<file path="config.mk">
export PLATFORM = sky130hd
export DESIGN_NAME = level_pwm
export DESIGN_NICKNAME = d
export VERILOG_FILES = /design/src/rtl/blink_pkg.sv /design/src/rtl/tick_gen.sv /design/src/rtl/level_pwm.sv
export SDC_FILE = /design/constraint.sdc
export NUM_CORES = 1
export LEC_CHECK = 0
export CAP_MARGIN = 20
export CORE_UTILIZATION = 44
export CTS_CLUSTER_SIZE = 10
export DETAILED_ROUTE_END_ITERATION = 7
export DONT_BUFFER_PORTS = 1
export HOLD_SLACK_MARGIN = 0.06
export SYNTH_ARGS = -nofsm -noshare
export SYNTH_HDL_FRONTEND = slang
export SYNTH_SLANG_ARGS = --single-unit
</file>
<file path="constraint.sdc">
create_clock -name clk_i -period 2.6 [get_ports clk_i]
set_clock_uncertainty 0.2 [all_clocks]
set_input_delay 0.78 -clock clk_i [delete_from_list [all_inputs] [get_ports clk_i]]
set_output_delay 0.78 -clock clk_i [all_outputs]
set_load 0.01 [all_outputs]
</file>
<file path="src/rtl/blink_pkg.sv">
// Shared definitions for the LED brightness path: level width, slot range, FSM states.
// The duty-step rule lives here so the upstream counter and the PWM agree on range limits.
package blink_pkg;

  localparam int unsigned LEVEL_W = 4;
  localparam logic [LEVEL_W-1:0] MAX_SLOT = 4'd14;

  typedef enum logic {
    IDLE = 1'b0,
    RUN  = 1'b1
  } state_t;

  // Slewed steps cannot wrap: an increment only happens when level > duty, so duty < 15.
  function automatic logic [LEVEL_W-1:0] next_duty(
    input logic [LEVEL_W-1:0] duty,
    input logic [LEVEL_W-1:0] level,
    input bit                 slew
  );
    logic [LEVEL_W-1:0] res;
    res = duty;
    if (!slew) begin
      res = level;
    end else if (level > duty) begin
      res = duty + 1'b1;
    end else if (level < duty) begin
      res = duty - 1'b1;
    end
    return res;
  endfunction

endpackage

</file>
<file path="src/rtl/tick_gen.sv">
// Prescaler: counts 0..PRESCALE-1 and flags the last count; clear holds it at 0.
// tick_o is combinational from the count register, so it is valid in the same cycle.
module tick_gen #(
  parameter int unsigned PRESCALE = 4
) (
  input  logic clk_i,
  input  logic rst_ni,
  input  logic clear,
  output logic tick_o
);

  localparam int unsigned CNT_W = (PRESCALE > 1) ? $clog2(PRESCALE) : 1;
  localparam logic [CNT_W-1:0] LAST = CNT_W'(PRESCALE - 1);

  if (PRESCALE < 1 || PRESCALE > 256) begin : g_bad_prescale
    $error("tick_gen: PRESCALE must be within 1..256");
  end

  logic [CNT_W-1:0] r_cnt;

  assign tick_o = (r_cnt == LAST);

  always_ff @(posedge clk_i or negedge rst_ni) begin
    if (!rst_ni) begin
      r_cnt <= '0;
    end else if (clear || tick_o) begin
      r_cnt <= '0;
    end else begin
      r_cnt <= r_cnt + 1'b1;
    end
  end

endmodule

</file>
<file path="src/rtl/level_pwm.sv">
// LED PWM: 15 slots of PRESCALE cycles; duty reloaded from level_i only at period boundaries.
// pwm_o follows registered slot/duty combinationally; period_o pulses the cycle after a boundary.
module level_pwm
  import blink_pkg::*;
#(
  parameter int unsigned PRESCALE = 4,
  parameter int unsigned SLEW     = 0
) (
  input  logic               clk_i,
  input  logic               rst_ni,
  input  logic               en_i,
  input  logic [LEVEL_W-1:0] level_i,
  output logic               pwm_o,
  output logic [LEVEL_W-1:0] duty_o,
  output logic               period_o,
  output logic               busy_o
);

  state_t             r_state;
  logic [LEVEL_W-1:0] r_slot;
  logic [LEVEL_W-1:0] r_duty;
  logic               r_period;

  logic               w_tick;
  logic               w_clear;
  logic               w_boundary;
  logic [LEVEL_W-1:0] w_duty_next;

  // Holding the prescaler clear while idle makes the first RUN slot a full PRESCALE long.
  assign w_clear     = (r_state == IDLE);
  assign w_boundary  = (r_state == RUN) && w_tick && (r_slot == MAX_SLOT);
  assign w_duty_next = next_duty(r_duty, level_i, SLEW != 0);

  tick_gen #(
    .PRESCALE(PRESCALE)
  ) u_tick_gen (
    .clk_i  (clk_i),
    .rst_ni (rst_ni),
    .clear  (w_clear),
    .tick_o (w_tick)
  );

  always_ff @(posedge clk_i or negedge rst_ni) begin
    if (!rst_ni) begin
      r_state  <= IDLE;
      r_slot   <= '0;
      r_duty   <= '0;
      r_period <= 1'b0;
    end else begin
      r_period <= w_boundary;
      case (r_state)
        IDLE: begin
          r_slot <= '0;
          if (en_i) begin
            r_state <= RUN;
            r_duty  <= w_duty_next;
          end
        end
        RUN: begin
          if (w_tick) begin
            if (r_slot == MAX_SLOT) begin
              r_slot <= '0;
              if (en_i) begin
                r_duty <= w_duty_next;
              end else begin
                r_state <= IDLE;
              end
            end else begin
              r_slot <= r_slot + 1'b1;
            end
          end
        end
      endcase
    end
  end

  assign pwm_o    = (r_state == RUN) && (r_slot < r_duty);
  assign duty_o   = r_duty;
  assign period_o = r_period;
  assign busy_o   = (r_state == RUN);

endmodule

</file>
After elaboration in Yosys (flattened, before gate mapping)
Cells that the tools add are included.
{"block": "totals", "output_inout_bits": 7, "register_bits": 12}
{"block": "op_classes", "n_mux": 12, "bitwise": 1, "add_sub_neg": 2, "reduce_logical": 5, "n_eq_ne": 4, "magnitude_cmp": 1}
{"cell": "4-bit two-way mux", "count": 5}
{"cell": "4-bit one-hot mux with 2 select lines", "count": 2}
{"cell": "4-bit by 1-bit adder with 4-bit output, second input constant", "count": 1}
{"cell": "4-bit equality test, second input constant", "count": 1}
{"cell": "4-bit less-than comparator", "count": 1}
{"cell": "2-bit by 1-bit != test with 1-bit output, second input constant", "count": 2}
{"cell": "1-bit logical AND", "count": 3}
{"cell": "1-bit two-way mux", "count": 3}
{"cell": "2-bit by 1-bit adder with 2-bit output, second input constant", "count": 1}
{"cell": "2-bit equality test, second input constant", "count": 1}
{"cell": "2-bit two-way mux", "count": 1}
{"cell": "1-bit one-hot mux with 2 select lines", "count": 1}
{"cell": "2-bit AND reduction", "count": 1}
{"cell": "1-bit logical OR", "count": 1}
{"cell": "1-bit inverter", "count": 1}

Depth between registers and ports, before layout
Gate-level depths: netlist of the first run.
{"block": "logic_depth", "word_depth": 4, "ltp_mapped": 5, "depth_no_buf": 5}

Modules after synthesis
From an unflattened synthesis of the first run, not the netlist that was laid out.
{"block": "unflattened", "hier_cells": 54, "area_unflattened_um2": 624.3}
{"mod": "level_pwm", "seq_area_each_um2": 250.2, "instances": 1, "cells_each": 49, "area_per_inst_um2": 539.3}
{"mod": "tick_gen", "seq_area_each_um2": 50.0, "instances": 1, "cells_each": 5, "area_per_inst_um2": 85.1}

Worst setup path after synthesis of the first run
No wires, ideal clock.
{"block": "synth_path", "path_kind": "reg2out", "startpoint": "register r_slot[3]", "endpoint": "output pwm_o", "stages_incl_launch_ff": 4, "setup_slack_ns": 0.368, "arrival_ns": 1.252, "path_cell_list": "dfrtp_1 -> ha_1 -> a211o_1 -> a31oi_1"}
{"block": "synth_via", "elab_chain_cells": 2}
{"item": "from (decl)", "line": "level_pwm.sv:20", "rtl": "logic [LEVEL_W-1:0] r_slot;"}
{"item": "from (signal assigned)", "line": "level_pwm.sv:69", "rtl": "r_slot <= r_slot + 1'b1;"}
{"item": "4-bit less-than comparator", "line": "level_pwm.sv:77", "rtl": "assign pwm_o = (r_state == RUN) && (r_slot < r_duty);"}
{"item": "1-bit logical AND", "line": "level_pwm.sv:77"}
{"item": "to (decl)", "line": "level_pwm.sv:13", "rtl": "output logic pwm_o,"}
Every way passes these cells.

Worst setup path after layout of the first run
Same ends and word-level chain as after synthesis.

==> results.md, run 1 <==
- The data required time of the worst path is around 1.6 ns.
- The slowest stage cell on the critical path is sky130_fd_sc_hd__dfrtp_1.
- For this run, design rule violations remaining after detail routing come to 0.
- The row count is 13.
- The number of clock buffers inserted by TritonCTS is 3.
- For this run, the top clock speed supported by timing is 393 MHz.
- The average routed wire per standard cell is 14.4 um.
- Headroom to the max-slew limit came out at 63.8%.
- The final max-slew violation count is 0.
- The number of iterations in the first detailed-routing pass is 3.
- Entering global routing, the biggest net connects 13 pins.
- The HPWL after detailed placement is 738 um.
- In this run the horizontal extent of the chip is 39.8 um.
- The portion of the clock cycle consumed by the worst path in the final layout is slightly below 100%.
- The number of sinks handled by clock tree synthesis is 12.
- In this run the remaining antenna-violating nets after routing total 0.
- Counting distinct cell types in the post-synthesis netlist gives 22.
- The worst setup slack for register-to-register paths is ~0.72 ns.
- The sequential cells in the finished layout cover a total of 300 um2.
- The first global-routing pass estimated about 1700 um of wire.
- In the final layout, the multi-input gates occupy between 300 and 400 um2.
- The synthesized design contains 0 enable-type register cells.
- VDD sags by at most 0.000572 V.
- The number of inserted filler cells in the final layout is 119.
- Summed over all cells, the static leakage comes to 0.326 nW.
- Clock tree synthesis selected as its root buffer the cell sky130_fd_sc_hd__clkbuf_4.
- TritonCTS built the clock tree.
- The final-report hold violation count is 0.
- The most used flip-flop cell after synthesis is sky130_fd_sc_hd__dfrtp_1.
- Leaving out fill and tap cells, the most frequent cells in the layout are sky130_fd_sc_hd__dfrtp_1 (12), sky130_fd_sc_hd__inv_1 (5), sky130_fd_sc_hd__a21oi_1 (5), sky130_fd_sc_hd__ha_1 (5).
- The average size of a mapped cell is between 10 and 15 um2.
- The number of top-level pins is 14.
- The library cell used most frequently in the layout, excluding fill and tap cells, is sky130_fd_sc_hd__dfrtp_1.
- The total power is 0.000847 W.
- The net count after synthesis is a little under 70.
- Data arrives at the worst endpoint at roughly 1.6 ns.
- The vias per cell is between 5 and 6.
- The fraction of synthesized cell area taken by the top area cell type is 47.7%.
- The net count reported at finish is between 70 and 80.
- The actual transition at the worst max-transition pin is 0.542 ns.
- The via count of the first global-routing pass is between 300 and 400.
- The run finished with clean final reports.
- The number of buffers on the longest clock path is 2.
- For this configuration, the core starts out at a cell density of 47.8%.
- Post-CTS timing repair inserted 0 buffers for setup.
- The overall via count from detail_route is 407.
- Across the run, the number of max-cap violations was 0.
- The shortest clock period the worst path allows after layout is around 2.5 ns.
- The total wire length after detailed routing is approximately 1100 um.
- Sorting the synthesized cells by area gives the leading types as sky130_fd_sc_hd__dfrtp_1 (48%), sky130_fd_sc_hd__ha_1 (12%), sky130_fd_sc_hd__mux2_2 (5.4%).
- The share of the Yosys chip area taken by registers is around 48%.
- The number of antenna violations at the first check in global routing is 0.
- The die covers 1590 um2.
- The CTS clock-pin slew for the worst setup and hold paths is about 0.070 ns.
- The Yosys step of the flow raised 0 warnings.
- The setup TNS after final layout is 0 ns.
- For this run, the slowest stage of the critical path takes around 0.51 ns.
- Measured along the y axis, the die boundary spans 39.8 um.
- The number of antenna diodes in the final layout is 0.
- For this block, the initial DRC count from the detailed router was 6.
- Summed over all layers, the global routing overflow is 0.
- For this run, the total global-route usage over all layers was measured as 17.1%.
- Walking the worst path, the cells encountered are ha_4 > a211o_1 > a31oi_4.
- The kind of end point of the critical path is an output pin.
- The tightest hold path in the finished design has a slack of 0.239 ns.
- The number of endpoints failing setup at the final stage is 0.
- For the worst-skew pair, the clock arrives at the later sink with an insertion delay of 0.27 ns.
- The most area-hungry cell type in the Yosys netlist is sky130_fd_sc_hd__dfrtp_1.
- The min-delay analysis places its worst path in the category flip-flop to flip-flop.
- For this run, asynchronously set or reset flops after synthesis account for 100%.
- The number of flip-flops and latches in the synthesized netlist is 12.
- The worst setup path is launched from a flip-flop.
- CTS built an H-tree with a depth of 1.
- The area of the core region is 1320 um2.
- The number of buffers inserted by port buffering is 0.
- Routability-driven placement finished with a final weighted congestion of 0.747.
- The post-synthesis instance total is 55.
- The layout overhead on the synthesized area is 12.5%.
- The post-route netlist has 20.3% of its cells at a drive strength greater than 1.
- The areal power density over the cells is 1200 nW/um2.
- The critical path in this run is classified as flip-flop to output pin.
- The synthesized netlist occupies a cell area of 629 um2.
- The largest fanout on the critical path is 7.
[cell type report]
class                           count  share of cell area [%]
Multi-Input combinational cell     37                    46.6
Sequential cell                    12                    42.4
Clock buffer                        3                    3.18
Inverter                            5                    2.65
Tap cell                           15                    2.65
Timing Repair Buffer                2                    2.47
[metal layers]
metal	track usage, %	up-vias	wire [um]
met4	10.3	0	14
met5	0	-	0
met1	23.1	190	500
li1	-	204	-
met3	6.25	2	51
met2	22.5	11	495
[state kept, by name, summed over array words and instances (netlist names)]
signal / flops
busy_o: 1
duty_o: 4
period_o: 1
r_slot: 4
u_tick_gen.r_cnt: 2
[power breakdown]
group / switching, W / internal [W] / total [W]
registers: 0.0000980 / 0.000259 / 0.000357
clock network: 0.0000570 / 0.0000535 / 0.000110
logic: 0.000192 / 0.000187 / 0.000379
[worst max-delay path: cells and delay by family (launching register included)]
family / cells / cell delay, ns
adders and majority gates: 1 / 0.27
DFF: 1 / 0.51
AOI/OAI and AO/OA: 2 / 0.52
[cells in the mapped netlist, types with 2 or more instances]
master                     instances
sky130_fd_sc_hd__a31oi_1           2
sky130_fd_sc_hd__nand3_1           2
sky130_fd_sc_hd__nor2_1            3
sky130_fd_sc_hd__a21oi_1           5
sky130_fd_sc_hd__dfrtp_1          12
sky130_fd_sc_hd__inv_1             5
sky130_fd_sc_hd__mux2_2            3
sky130_fd_sc_hd__nand2b_1          2
sky130_fd_sc_hd__nor3_1            2
sky130_fd_sc_hd__ha_1              6
sky130_fd_sc_hd__nand2_1           2
[path summary, 6_finish.rpt]
path                                               startpoint                            end  cells after the start
worst max-delay path                    r_slot[3]$_DFFE_PN0N_                          pwm_o                      3
min in group asynchronous                              rst_ni          r_slot[2]$_DFFE_PN0N_                      1
worst min-delay path            u_tick_gen.r_cnt[0]$_DFF_PN0_  u_tick_gen.r_cnt[0]$_DFF_PN0_                      1
max in group asynchronous                              rst_ni  u_tick_gen.r_cnt[0]$_DFF_PN0_                      1
worst max register to register          r_slot[0]$_DFFE_PN0N_          duty_o[1]$_DFFE_PN0P_                      5
worst min register to register  u_tick_gen.r_cnt[0]$_DFF_PN0_  u_tick_gen.r_cnt[0]$_DFF_PN0_                      1
[per-stage QoR]
stage	util, %	instance area [um2]	worst slack [ns]	instances
4_1_cts	51.7	681	0.0154	74
6_report	53.8	708	0.0530	74
2_1_floorplan	-	629	0.368	55
3_3_place_gp	49.2	648	0.330	70
3_5_place_dp	49.2	648	0.316	70
5_1_grt	53.8	708	-0.00392	74
[timing repair]
action	in CTS	in global routing
hold endpoints to repair	12	0
setup endpoints to repair	0	1
hold buffers	1	0
resized for setup	0	3
[logic make-up after synthesis]
logic type	after synthesis	synth area share, %
AO/OA/AOI/OAI	12	13.7
multiplexers	5	8.75
AND/OR/NAND/NOR	14	13.7
flip-flops	12	47.7
adder cells (fa/ha/maj)	6	11.9
buffers and inverters	6	4.18
Power figures use the tool's default switching activity.
==> run 2: changes to the inputs <==
- CORE_UTILIZATION: 44 -> 45
==> results.md, run 2 (synthesis results as in run 1) <==
- The shortest clock period the worst path allows after layout is 2.50 ns (was 2.55 ns).
- The total routing usage reported by global routing is 15.2% (was 17.1%).
- The latest clock arrival within the worst-skew pair was 0.26 ns (was 0.27 ns).
- The number of inserted filler cells in the final layout was 135 (was 119).
- The vias per cell is 5.47 (was 5.50).
- The number of top-level pins is 14 (unchanged).
- The worst hold-check path type is flip-flop to flip-flop (unchanged).
- The critical path data arrival time is 1.52 ns (was 1.57 ns).
- The setup TNS after final layout is 0 ns (unchanged).
- The number of iterations in the first detailed-routing pass is 2 (was 3).
- The area of the core region was 1300 um2 (was 1320 um2).
- The depth of the worst register-to-register path came to 5 (unchanged).
- The total wire length after detailed routing is 974 um (was 1060 um).
- The number of antenna cells inserted came to 0 (unchanged).
- Critical path cell sequence: inv_1 > ha_4 > a211o_1 > a31oi_4 (was ha_4 > a211o_1 > a31oi_4).
- The layout overhead on the synthesized area is 12.7% (was 12.5%).
- The launching instance or port of the critical path is duty_o[3]$_DFFE_PN0P_ (was r_slot[3]$_DFFE_PN0N_).
- The average routed wire per standard cell is 13.2 um (was 14.4 um).
- The number of sinks handled by clock tree synthesis is 12 (unchanged).
- The via count of the first global-routing pass was 348 (was 384).
- The area taken by flip-flops and latches is 302 um2 (was 300 um2).
- The design area is 709 um2 (was 708 um2).
- The number of clock buffers inserted by TritonCTS is 3 (unchanged).
- The critical path startpoint category is a flip-flop (unchanged).
- The most common cell after layout, fill and taps aside is sky130_fd_sc_hd__dfrtp_1 (unchanged).
- The clock root buffer was sky130_fd_sc_hd__clkbuf_4 (unchanged).
- The final-report hold violation count is 0 (unchanged).
- The endpoint of the worst register-to-register path was duty_o[0]$_DFFE_PN0P_ (was duty_o[1]$_DFFE_PN0P_).
- Outcome: complete, no violations (unchanged).
- The number of endpoints failing setup at the final stage is 0 (unchanged).
- The initial DRC count is 4 (was 6).
- The final setup slack of the worst path was 0.0994 ns (was 0.0530 ns).
- The number of max-capacitance violations reported was 0 (unchanged).
- The slowest stage cell on the critical path is sky130_fd_sc_hd__dfrtp_1 (unchanged).
- The net count reported at finish is 74 (unchanged).
- Setup repair after global routing left no endpoint under its margin.
- The final core area utilization is 54.5% (was 53.8%).
- The post-CTS setup buffer count is 0 (unchanged).
- The data required time of the worst path is 1.62 ns (about the same).
- The placer's final routability congestion estimate came to 0.721 (was 0.747).
- The number of cells on the worst hold path was 1 (unchanged).
- The portion of the clock cycle consumed by the worst path in the final layout is 96.2% (was 98.0%).
- The number of buffers inserted by port buffering is 0 (unchanged).
- The actual transition at the worst max-transition pin is 0.547 ns (was 0.542 ns).
- The initial core utilization is 48.4% (was 47.8%).
- The row count is 13 (unchanged).
- The placed wire-length estimate after detailed placement came to 729 um (was 738 um).
- The final max-slew violation count is 0 (unchanged).
- The horizontal die dimension is 39.4 um (was 39.8 um).
- The kind of end point of the critical path was an output pin (unchanged).
- The clock tree from TritonCTS is built (unchanged).
- The floorplan die height was 39.4 um (was 39.8 um).
- The maximum resistive drop on vdd is 0.000483 V (was 0.000572 V).
- The layout cell share with drive strength beyond 1 is 22.0% (was 20.3%).
- The maximum achievable frequency is 400 MHz (was 393 MHz).
- The delay contributed by the slowest stage of the critical path is 0.42 ns (was 0.51 ns).
- The worst setup slack for register-to-register paths is 0.73 ns (was 0.72 ns).
- The largest fanout on the critical path is 3 (was 7).
- The class of the most critical setup path is flip-flop to output pin (unchanged).
- The number of antenna-violating nets in the routed design came to 0 (unchanged).
- The remaining max-slew budget at the tightest pin is 63.4% (was 63.8%).
- The area taken by multi-input logic gates was 330 um2 (unchanged).
- The final-layout worst hold slack is 0.240 ns (was 0.239 ns).
- The worst hold endpoint is u_tick_gen.r_cnt[0]$_DFF_PN0_ (unchanged).
- The total die area is 1550 um2 (was 1590 um2).
- The CTS clock-pin slew for the worst setup and hold paths is 0.07 ns (about the same).
- The startpoint of the lowest-slack hold path is u_tick_gen.r_cnt[0]$_DFF_PN0_ (unchanged).
- The number of buffers on the longest clock path is 2 (unchanged).
- The DRC violation count after routing is 0 (unchanged).
- The global-route wire length before repair is 1520 um (was 1700 um).
- The areal power density over the cells came to 1170 nW/um2 (was 1200 nW/um2).
- The standby leakage power is 0.325 nW (was 0.326 nW).
- The maximum number of pins on one net before global-route repair is 13 (unchanged).
- The number of antenna violations at the first check in global routing is 0 (unchanged).
- The CTS H-tree depth is 1 (unchanged).
- The overall overflow remaining after global route came to 0 (unchanged).
- The post-place setup slack is 0.305 ns (was 0.316 ns).
- The overall via count from detail_route is 405 (was 407).
- Commonest non-fill, non-tap cells in the layout: sky130_fd_sc_hd__dfrtp_1 (11), sky130_fd_sc_hd__inv_1 (5), sky130_fd_sc_hd__a21oi_1 (5), sky130_fd_sc_hd__ha_1 (5) (was sky130_fd_sc_hd__dfrtp_1 (12), sky130_fd_sc_hd__inv_1 (5), sky130_fd_sc_hd__a21oi_1 (5), sky130_fd_sc_hd__ha_1 (5)).
- The placement-stage cell area came to 648 um2 (unchanged).
- The source of the worst register-to-register timing path is r_slot[0]$_DFFE_PN0N_ (unchanged).
## run 2: cell counts in the layout (fill, tap and decap cells not counted)
No cell type changed its count.
## run 2: cell type report
type,count,share of cell area [%]
Clock buffer,3,3.17
Inverter,5,2.65
Multi-Input combinational cell,37,46.6
Sequential cell,12,42.5
Tap cell,15,2.65
Timing Repair Buffer,2,2.47
## run 2: layer usage
layer | up-vias | track usage, % | share of wire [%] | wire length, um
met1 | 190 | 22.0 | 50 | 487
li1 | 207 | - | - | -
met2 | 8 | 20.4 | 45 | 439
met5 | - | 0 | 0 | 0
met3 | 0 | 5.68 | 4.8 | 47
met4 | 0 | 5.17 | 0 | 0
## run 2: critical path: cells and delay by family (launching register included)
kind	cells	cell delay, ns
AOI/OAI and AO/OA	2	0.50
DFF	1	0.42
adders and majority gates	1	0.22
buffers and inverters	1	0.12
## run 2: metrics by stage
| stage | std cells | total power (W) |
|---|---|---|
| after floorplan | 55 | 0.000599 |
| after global placement | 70 | 0.000648 |
| final | 74 | 0.000828 |
| after CTS | 74 | 0.000771 |
| after detailed placement | 70 | 0.000653 |
| after global routing | 74 | 0.000909 |
## run 2: worst max path at each step
| stage | depth (start not counted) | end | slack, ns |
|---|---|---|---|
| after floorplan | 3 | pwm_o | 0.37 |
| final | 4 | pwm_o | 0.1 |
| after detailed placement | 3 | pwm_o | 0.31 |
| after CTS | 3 | pwm_o | 0.005 |
| after global routing | 4 | pwm_o | 0.03 |
| after global placement | 3 | pwm_o | 0.33 |
## run 2: where the power goes
group          leakage (nW)  switching [W]  internal, W
sequential            0.143      0.0000948     0.000261
combinational         0.168       0.000180     0.000184
clock                0.0138      0.0000554    0.0000534
total                 0.325       0.000330     0.000498
## run 2: repair_timing
item / 4_1_cts / 5_1_grt
endpoints found under the hold margin: 12 / 0
endpoints found under the setup margin: 0 / 1
hold buffers: 1 / 0
gates resized for setup: 0 / 4
==> run 3: changes to the inputs <==
- HOLD_SLACK_MARGIN: 0.06 -> 0.08
==> results of run 3 <==
Same layout as run 2: the final DEF is identical, and so are final timing and power.
